### config.mk
export PLATFORM = sky130hd
export DESIGN_NAME = commit_store_buffer
export DESIGN_NICKNAME = d
export VERILOG_FILES = /design/src/rtl/commit_store_buffer.sv
export SDC_FILE = /design/constraint.sdc
export NUM_CORES = 1
export LEC_CHECK = 0
export ABC_AREA = 0
export BUFFER_PORTS_ARGS = -buffer_cell sky130_fd_sc_hd__buf_4
export CAP_MARGIN = 20
export CELL_PAD_IN_SITES_DETAIL_PLACEMENT = 0
export CELL_PAD_IN_SITES_GLOBAL_PLACEMENT = 1
export CORE_UTILIZATION = 55
export DETAILED_ROUTE_END_ITERATION = 10
export PLACE_DENSITY = 0.94
export SYNTH_ARGS = -nofsm -noshare
export SYNTH_HDL_FRONTEND = slang
export SYNTH_SLANG_ARGS = --single-unit
### constraint.sdc
create_clock -name clk -period 18.7 [get_ports clk]
set_input_delay 2.805 -clock clk [delete_from_list [all_inputs] [get_ports clk]]
set_output_delay 2.805 -clock clk [all_outputs]
set_load 0.02 [all_outputs]
### src/rtl/commit_store_buffer.sv
// commit_store_buffer: eight-entry in-order store buffer. Entries are allocated
// at rename, filled by the store unit, committed in order by the commit stage
// and drained to data memory one per cycle from the head.
module commit_store_buffer #(
  parameter int unsigned DEPTH = 8,
  parameter int unsigned AW    = 32,
  parameter int unsigned DW    = 32
) (
  input  logic          clk,
  input  logic          rst,
  input  logic          recover,
  input  logic          stall,
  input  logic          alloc_req1,
  input  logic          alloc_req2,
  output logic          alloc_ok,
  output logic [2:0]    alloc_num1,
  output logic [2:0]    alloc_num2,
  input  logic          fill_en,
  input  logic [2:0]    fill_num,
  input  logic [AW-1:0] fill_addr,
  input  logic [DW-1:0] fill_data,
  input  logic [3:0]    fill_be,
  input  logic          write1,
  input  logic          write2,
  input  logic [2:0]    sbnum1,
  input  logic [2:0]    sbnum2,
  output logic          mem_req,
  output logic [AW-1:0] mem_addr,
  output logic [DW-1:0] mem_data,
  output logic [3:0]    mem_be,
  input  logic          mem_ack,
  output logic          sb_empty,
  output logic          sb_full,
  output logic          sb_err
);

  localparam int unsigned IW = 3;
  localparam int unsigned PW = 4;
  localparam int unsigned BW = 4;

  localparam logic [1:0] ST_FREE   = 2'd0;
  localparam logic [1:0] ST_ALLOC  = 2'd1;
  localparam logic [1:0] ST_FILLED = 2'd2;
  localparam logic [1:0] ST_COMMIT = 2'd3;

  logic [1:0]    state_q [DEPTH];
  logic [1:0]    state_d [DEPTH];
  logic [AW-1:0] addr_q  [DEPTH];
  logic [AW-1:0] addr_d  [DEPTH];
  logic [DW-1:0] data_q  [DEPTH];
  logic [DW-1:0] data_d  [DEPTH];
  logic [BW-1:0] be_q    [DEPTH];
  logic [BW-1:0] be_d    [DEPTH];

  logic [PW-1:0] head_q, head_d;
  logic [PW-1:0] tail_q, tail_d;
  logic [PW-1:0] ctail_q, ctail_d;
  logic          sb_err_q, sb_err_d;

  logic [PW-1:0] occ;
  logic [PW-1:0] free_cnt;
  logic [PW-1:0] req_cnt;
  logic [IW-1:0] hidx;

  // Grant logic, head presentation and status flags from registered pointers
  always_comb begin
    occ        = tail_q - head_q;
    free_cnt   = PW'(DEPTH) - occ;
    req_cnt    = PW'(alloc_req1) + PW'(alloc_req2);
    alloc_ok   = (req_cnt <= free_cnt) && !recover && !rst;
    alloc_num1 = tail_q[IW-1:0];
    alloc_num2 = IW'(tail_q + PW'(alloc_req1));
    hidx       = head_q[IW-1:0];
    mem_req    = (state_q[hidx] == ST_COMMIT);
    mem_addr   = addr_q[hidx];
    mem_data   = data_q[hidx];
    mem_be     = be_q[hidx];
    sb_empty   = (head_q == tail_q);
    sb_full    = (free_cnt < PW'(2));
    sb_err     = sb_err_q;
  end

  // Next state: commits, fill, allocation, drain, then recovery squash
  always_comb begin
    for (int unsigned i = 0; i < DEPTH; i++) begin
      state_d[IW'(i)] = state_q[IW'(i)];
      addr_d[IW'(i)]  = addr_q[IW'(i)];
      data_d[IW'(i)]  = data_q[IW'(i)];
      be_d[IW'(i)]    = be_q[IW'(i)];
    end
    head_d   = head_q;
    tail_d   = tail_q;
    ctail_d  = ctail_q;
    sb_err_d = sb_err_q;

    // In-order commit; slot 2 is checked against ctail after slot 1
    if (!stall) begin
      if (write1) begin
        if ((sbnum1 == ctail_d[IW-1:0]) && (state_q[sbnum1] == ST_FILLED)) begin
          state_d[sbnum1] = ST_COMMIT;
          ctail_d         = ctail_d + PW'(1);
        end else begin
          sb_err_d = 1'b1;
        end
      end
      if (write2) begin
        if ((sbnum2 == ctail_d[IW-1:0]) && (state_q[sbnum2] == ST_FILLED)) begin
          state_d[sbnum2] = ST_COMMIT;
          ctail_d         = ctail_d + PW'(1);
        end else begin
          sb_err_d = 1'b1;
        end
      end
    end

    // Fill is dropped silently during recovery
    if (fill_en && !recover) begin
      if (state_q[fill_num] == ST_ALLOC) begin
        state_d[fill_num] = ST_FILLED;
        addr_d[fill_num]  = fill_addr;
        data_d[fill_num]  = fill_data;
        be_d[fill_num]    = fill_be;
      end else begin
        sb_err_d = 1'b1;
      end
    end

    if (alloc_ok) begin
      if (alloc_req1) state_d[alloc_num1] = ST_ALLOC;
      if (alloc_req2) state_d[alloc_num2] = ST_ALLOC;
      tail_d = tail_q + req_cnt;
    end

    if (mem_req && mem_ack) begin
      state_d[hidx] = ST_FREE;
      head_d        = head_q + PW'(1);
    end

    // Squash everything younger than the committed region
    if (recover) begin
      for (int unsigned i = 0; i < DEPTH; i++) begin
        if ((state_d[IW'(i)] == ST_ALLOC) || (state_d[IW'(i)] == ST_FILLED)) begin
          state_d[IW'(i)] = ST_FREE;
        end
      end
      tail_d = ctail_d;
    end
  end

  // Control state with synchronous reset
  always_ff @(posedge clk) begin
    if (rst) begin
      head_q   <= '0;
      tail_q   <= '0;
      ctail_q  <= '0;
      sb_err_q <= 1'b0;
      for (int unsigned i = 0; i < DEPTH; i++) begin
        state_q[IW'(i)] <= ST_FREE;
      end
    end else begin
      head_q   <= head_d;
      tail_q   <= tail_d;
      ctail_q  <= ctail_d;
      sb_err_q <= sb_err_d;
      for (int unsigned i = 0; i < DEPTH; i++) begin
        state_q[IW'(i)] <= state_d[IW'(i)];
      end
    end
  end

  // Entry payload; only meaningful while the entry state says so
  always_ff @(posedge clk) begin
    for (int unsigned i = 0; i < DEPTH; i++) begin
      addr_q[IW'(i)] <= addr_d[IW'(i)];
      data_q[IW'(i)] <= data_d[IW'(i)];
      be_q[IW'(i)]   <= be_d[IW'(i)];
    end
  end

endmodule
# After elaboration in Yosys (flattened, before gate mapping)
# Memories as Yosys holds them, arrays and structs flattened. A register that Yosys moved wholly into a read port is not among the register bits.
# Cells that the tools add are included.
[classes]
bitwise_logic = 27
n_mux = 81
n_eq_ne = 23
reduce_logical = 23
shift = 0
n_div = 0
addsub = 8
multipliers = 0
magnitude_cmp = 14
[op_table]
columns = ["op", "n"]
rows = [
  ["$mux W256", 4],
  ["$bwmux W256", 2],
  ["$mux W16", 14],
  ["$demux W32 S3", 1],
  ["$mux W32", 3],
  ["$mux W2", 22],
  ["$demux W2 S3", 6],
  ["$mux W4", 9],
  ["$bwmux W32", 1],
  ["$or A16 B16 Y16", 2],
  ["$and A8 B8 Y8", 3],
  ["$ge A4 B4 Y1 const B", 6],
  ["$lt A4 B1 Y1 const B", 6],
  ["$mux W3", 8],
  ["$not A3 Y4", 6],
  ["$not A8 Y8", 3],
  ["$or A8 B8 Y8", 3],
  ["$eq A2 B2 Y1 const B", 11],
  ["$eq A2 B1 Y1 const B", 9],
  ["$and A16 B16 Y16", 1],
  ["$not A16 Y16", 1],
  ["$add A4 B1 Y4 const B", 3],
  ["$demux W4 S3", 1],
  ["$logic_and A1 B1 Y1", 12],
  ["other kinds (14)", 39],
]
[word_totals]
in_bits = 87
memories = 4
output_inout_bits = 79
wordCells = 184
ram_bits = 560
register_bits = 13
romBits = 0
latch_bits = 0
[mem_list]
columns = ["memory", "depth", "word_bits", "rd", "rd_clocked_by_memory_dff", "wr", "line", "source"]
rows = [
  ["addr_q", 8, 32, 9, 1, 8, "48", "logic [AW-1:0] addr_q [DEPTH];"],
  ["data_q", 8, 32, 9, 1, 8, "50", "logic [DW-1:0] data_q [DEPTH];"],
  ["be_q", 8, 4, 9, 1, 8, "52", "logic [BW-1:0] be_q [DEPTH];"],
  ["state_q", 8, 2, 12, 1, 8, "46", "logic [1:0] state_q [DEPTH];"],
]

# Longest topological paths before layout
[logic_depth]
ltp_word = 29
ltp_mapped = 15
mapped_depth_nobuf = 14

# Worst setup path before layout
# No wires, ideal clock.
[synth_timing]
path_type = "input-to-reg"
startpoint = "input fill_num[0]"
endpoint = "memory state_q[1][1]"
cell_stages = 8
setup_slack_ps = 9042
setup_time_ps = 134
required_time_ps = 18566
arrival_time_ps = 9525
path_cell_list = "buf_2 > mux4_2 > mux2_2 > a2111oi_4 > nand2_1 > nor3_1 > a311o_1 > a31oi_1"
[synth_lines]
columns = ["element", "line", "source"]
rows = [
  ["start, declared", "19", "input logic [2:0] fill_num,"],
  ["end, declared", "46", ""],
]

# Worst setup path after layout
[layout_timing]
startpoint = "input alloc_req1"
endpoint = "output alloc_ok"
[layout_via]
elab_chain_cells = 4
[layout_rtl]
columns = ["element", "line", "source"]
rows = [
  ["start, declared", "13", "input logic alloc_req1,"],
  ["$add A1 B1 Y2", "69", "req_cnt = PW'(alloc_req1) + PW'(alloc_req2);"],
  ["$le A2 B4 Y1", "70", "alloc_ok = (req_cnt <= free_cnt) && !recover && !rst;"],
  ["$logic_and A1 B1 Y1 (2 in series)", "70", ""],
  ["end, declared", "15", "output logic alloc_ok,"],
]
# No other way between the ends.

==> impl_metrics.toml <==
[global_routing]
gr-usage-all-layers_pct = 23.72
grt_pass1_wl_mm = 76.42
grt_remaining_overflow = 0
grt_max_degree = 80
antenna_found_initial = 1
grt_pass1_vias = 12430

[synthesis]
synth-seq-area-share_pct = 72.14
synth_nets = 1308
synth_edf_count = 544
yosysWarnings = 0
synth_area_um2 = 23530
avgSynthCellArea_um2 = 19.53
async_flop_share_pct = 0
synth.distinct_cells = 66
synth_flop_cell = "edfxtp_1"
ys_seq_elements = 576
syn_inst = 1205

[floorplan]
start_util_pct = 55.98
num_io_pins = 166
die_h_um = 208.9
rows = 75
die-area_um2 = 43620
core-area_um2 = 42040
die_x_um = 208.9

[route]
drt_iter0_drc = 1350
drc_errors = 0
ant_nets = 0
drt_wl_total_mm = 50.58
first_pass_iters = 5
routedWlPerCell_um = 25.86
vias = 12210
viasPerCell = 6.244

[timing]
hold_violations = 0
worst_pin_slew_ns = 1.115
finalCriticalPeriod_ns = 7.057
tns_ns = 0
hold_slack_ns = 0.5347
setup_viol = 0
skew_ns = 0.01505
drv_slew = 0
slew_headroom_pct = 25.69
fin_crit_sh_pct = 37.74
grt_setup_unrepaired = "false"
fmaxAchievable_ghz = 0.1417

[cts]
cts-buffers-inserted = 56
cts_sinks = 576
clock_latency_ns = 0.60
cts_tree = "built"
post_cts_resized = 0
cts_max_level = 2
postCtsHoldBufs = 0
clk_pin_slew_ns = 0.06
cts_root_buf = "clkbuf_16"
post_cts_buffers = 0
clk_path_buf_depth = 3

[setup_path]
cp-start-kind = "primary input"
critPathArrivalTime_ns = 4.25
ff2ff_setup_slack_ns = 14.90
required_ns = 15.89
crit_path_top_delay_cell = "ha_1"
cp_cell_sequence = "buf_4 > ha_1 > ha_1 > nor2b_1 > a2bb2oi_1 > a31oi_1 > buf_4 > buf_4"
end_kind = "output pin"
cp_common_cell = "buf_4"
path_max_fanout = 15
max_stage_delay_ns = 0.30
crit_family = "adder cells"
crit_buf_inv = 3
crit_type = "primary input to output pin"

[power_and_ir_drop]
clockPowerShare_pct = 43.1
power_switching_share_pct = 19.62
power.switching_mw = 0.5060
p_int_mw = 2.073
powerDensity_nw_per_um2 = 95.00
peakVddDrop_v = 0.00007499
seq_power_share_pct = 54.7
power.share.combinational_pct = 2.2
cellLeakagePower_nw = 8.662

[run]
maxCapViolCount = 0

[placed_design]
hpwl_mm = 28.07
place_congestion = 0.8906
place_inst = 1854
portBuffers = 165

[layout]
layout-drive-gt1-share_pct = 35.38
n_fill_cell = 2750
nets = 1476
multi_input_area_um2 = 6220
seq_area_um2 = 16990
fin_cells = 1956
area_growth_pct = 15.35

[hold_path]
hold_path.class = "flip-flop to flip-flop"

[run_status]
status = "completed"
[layout by cell type, fill, tap and decap left out, types with 3 or more instances in the layout]
master and n:
o211ai_1 13, clkinvlp_4 3, o211a_1 4, dfxtp_1 29, nor3_1 12, clkbuf_16 57
nand2_1 35, o22ai_1 3, nor4_1 9, nor2b_1 8, xor2_1 10, clkinv_4 4
o21ai_0 12, nand4_1 8, nand3_1 14, mux2_2 71, o32ai_1 4, mux4_2 146
nor2_1 39, o221ai_1 3, a31oi_1 8, a311oi_1 7, nor2_4 6, mux2i_1 5
nand2b_1 11, a21oi_1 30, clkbuf_1 9, bufinv_16 6, clkinv_2 9, or3_1 6
inv_1 26, dfxtp_4 3, ha_1 14, xnor2_1 4, and3_1 4, or2_2 3
buf_4 180, clkinv_1 11, edfxtp_1 544
[cells in the mapped netlist (4+ instances only)]
| cell type | instances | share of area, % |
|---|---|---|
| a21oi_1 | 30 | 0.64 |
| a311oi_1 | 7 | 0.26 |
| a31oi_1 | 8 | 0.21 |
| and3_1 | 4 | 0.11 |
| buf_1 | 14 | 0.22 |
| buf_2 | 6 | 0.13 |
| buf_4 | 4 | 0.13 |
| clkbuf_1 | 44 | 0.70 |
| dfxtp_1 | 32 | 2.7 |
| edfxtp_1 | 544 | 69 |
| ha_1 | 14 | 0.74 |
| inv_1 | 26 | 0.41 |
| mux2_2 | 71 | 3.4 |
| mux2i_1 | 5 | 0.21 |
| mux4_2 | 146 | 14 |
| nand2_1 | 35 | 0.56 |
| nand2b_1 | 11 | 0.29 |
| nand3_1 | 14 | 0.30 |
| nand4_1 | 8 | 0.21 |
| nor2_1 | 45 | 0.72 |
| nor2b_1 | 8 | 0.21 |
| nor3_1 | 13 | 0.28 |
| nor4_1 | 9 | 0.24 |
| o211a_1 | 4 | 0.17 |
| o211ai_1 | 13 | 0.41 |
| o21ai_0 | 12 | 0.26 |
| o32ai_1 | 4 | 0.15 |
| or3_1 | 6 | 0.16 |
| xnor2_1 | 4 | 0.15 |
| xor2_1 | 10 | 0.37 |
[metal layers]
layer	global-route usage (%)	part of all wire, %	vias to the layer above	wire length [µm]
met1	31.68	39	6278	19960
li1	-	-	5311	-
met5	0	0	-	0
met3	4.884	6.9	81	3500
met4	6.516	2.3	0	1176
met2	39.94	51	544	25940
[flip-flops by register name, summed over array words and instances, names as in the netlist, named ones only]
signal,flops
head_q,4
ctail_q,4
data_q,256
addr_q,256
state_q,16
sb_err,1
be_q,32
tail_q,4
[tightest hold or removal path, stage by stage, from the launching register on]
cell and delay (ns):
dfxtp_1 0.36, xor2_1 0.08, nor2_1 0.07
[power groups by stage]
stage	registers (mW)	logic, mW	clock network (mW)
floorplan	1.44	0.0216	0
global placement	1.44	0.0538	0
detailed placement	1.44	0.0569	0
CTS	1.41	0.0572	1.13
global route	1.41	0.0622	1.18
finish	1.41	0.0575	1.11
[final cells by class]
type	instances	area share [%]
Antenna cell	1	0.009218
Clock buffer	66	5.379
Clock inverter	35	1.300
Inverter	26	0.3595
Multi-Input combinational cell	533	22.91
Sequential cell	576	62.58
Tap cell	539	2.484
Timing Repair Buffer	180	4.978
[path summary, 6_finish.rpt]
path	endpoint	startpoint	depth (start not counted)
worst max-delay path	alloc_ok	alloc_req1	8
worst min-delay path	head_q[3]	head_q[3]	2
worst max register to register	state_q[3][0]	flip-flop	8
worst min register to register	head_q[3]	head_q[3]	2
[stage by stage]
stage	area, µm²	total power, mW	util [%]	worst slack, ns
2_1_floorplan	23530	1.460	-	9.042
3_3_place_gp	25330	1.491	60.25	11.64
3_5_place_dp	25330	1.494	60.25	11.63
4_1_cts	27140	2.594	64.57	11.63
5_1_grt	27150	2.649	64.57	11.58
6_report	27150	2.579	64.57	11.64
[kinds of logic after synthesis]
kind of cell / synth area share, %
flip-flops: 72.14
multiplexers: 17.68
AND/OR/NAND/NOR: 3.610
AO/OA/AOI/OAI: 3.466
buffers and inverters: 1.675
adder cells (fa/ha/maj): 0.9145
XOR/XNOR: 0.5210
Power figures use the tool's default switching activity.
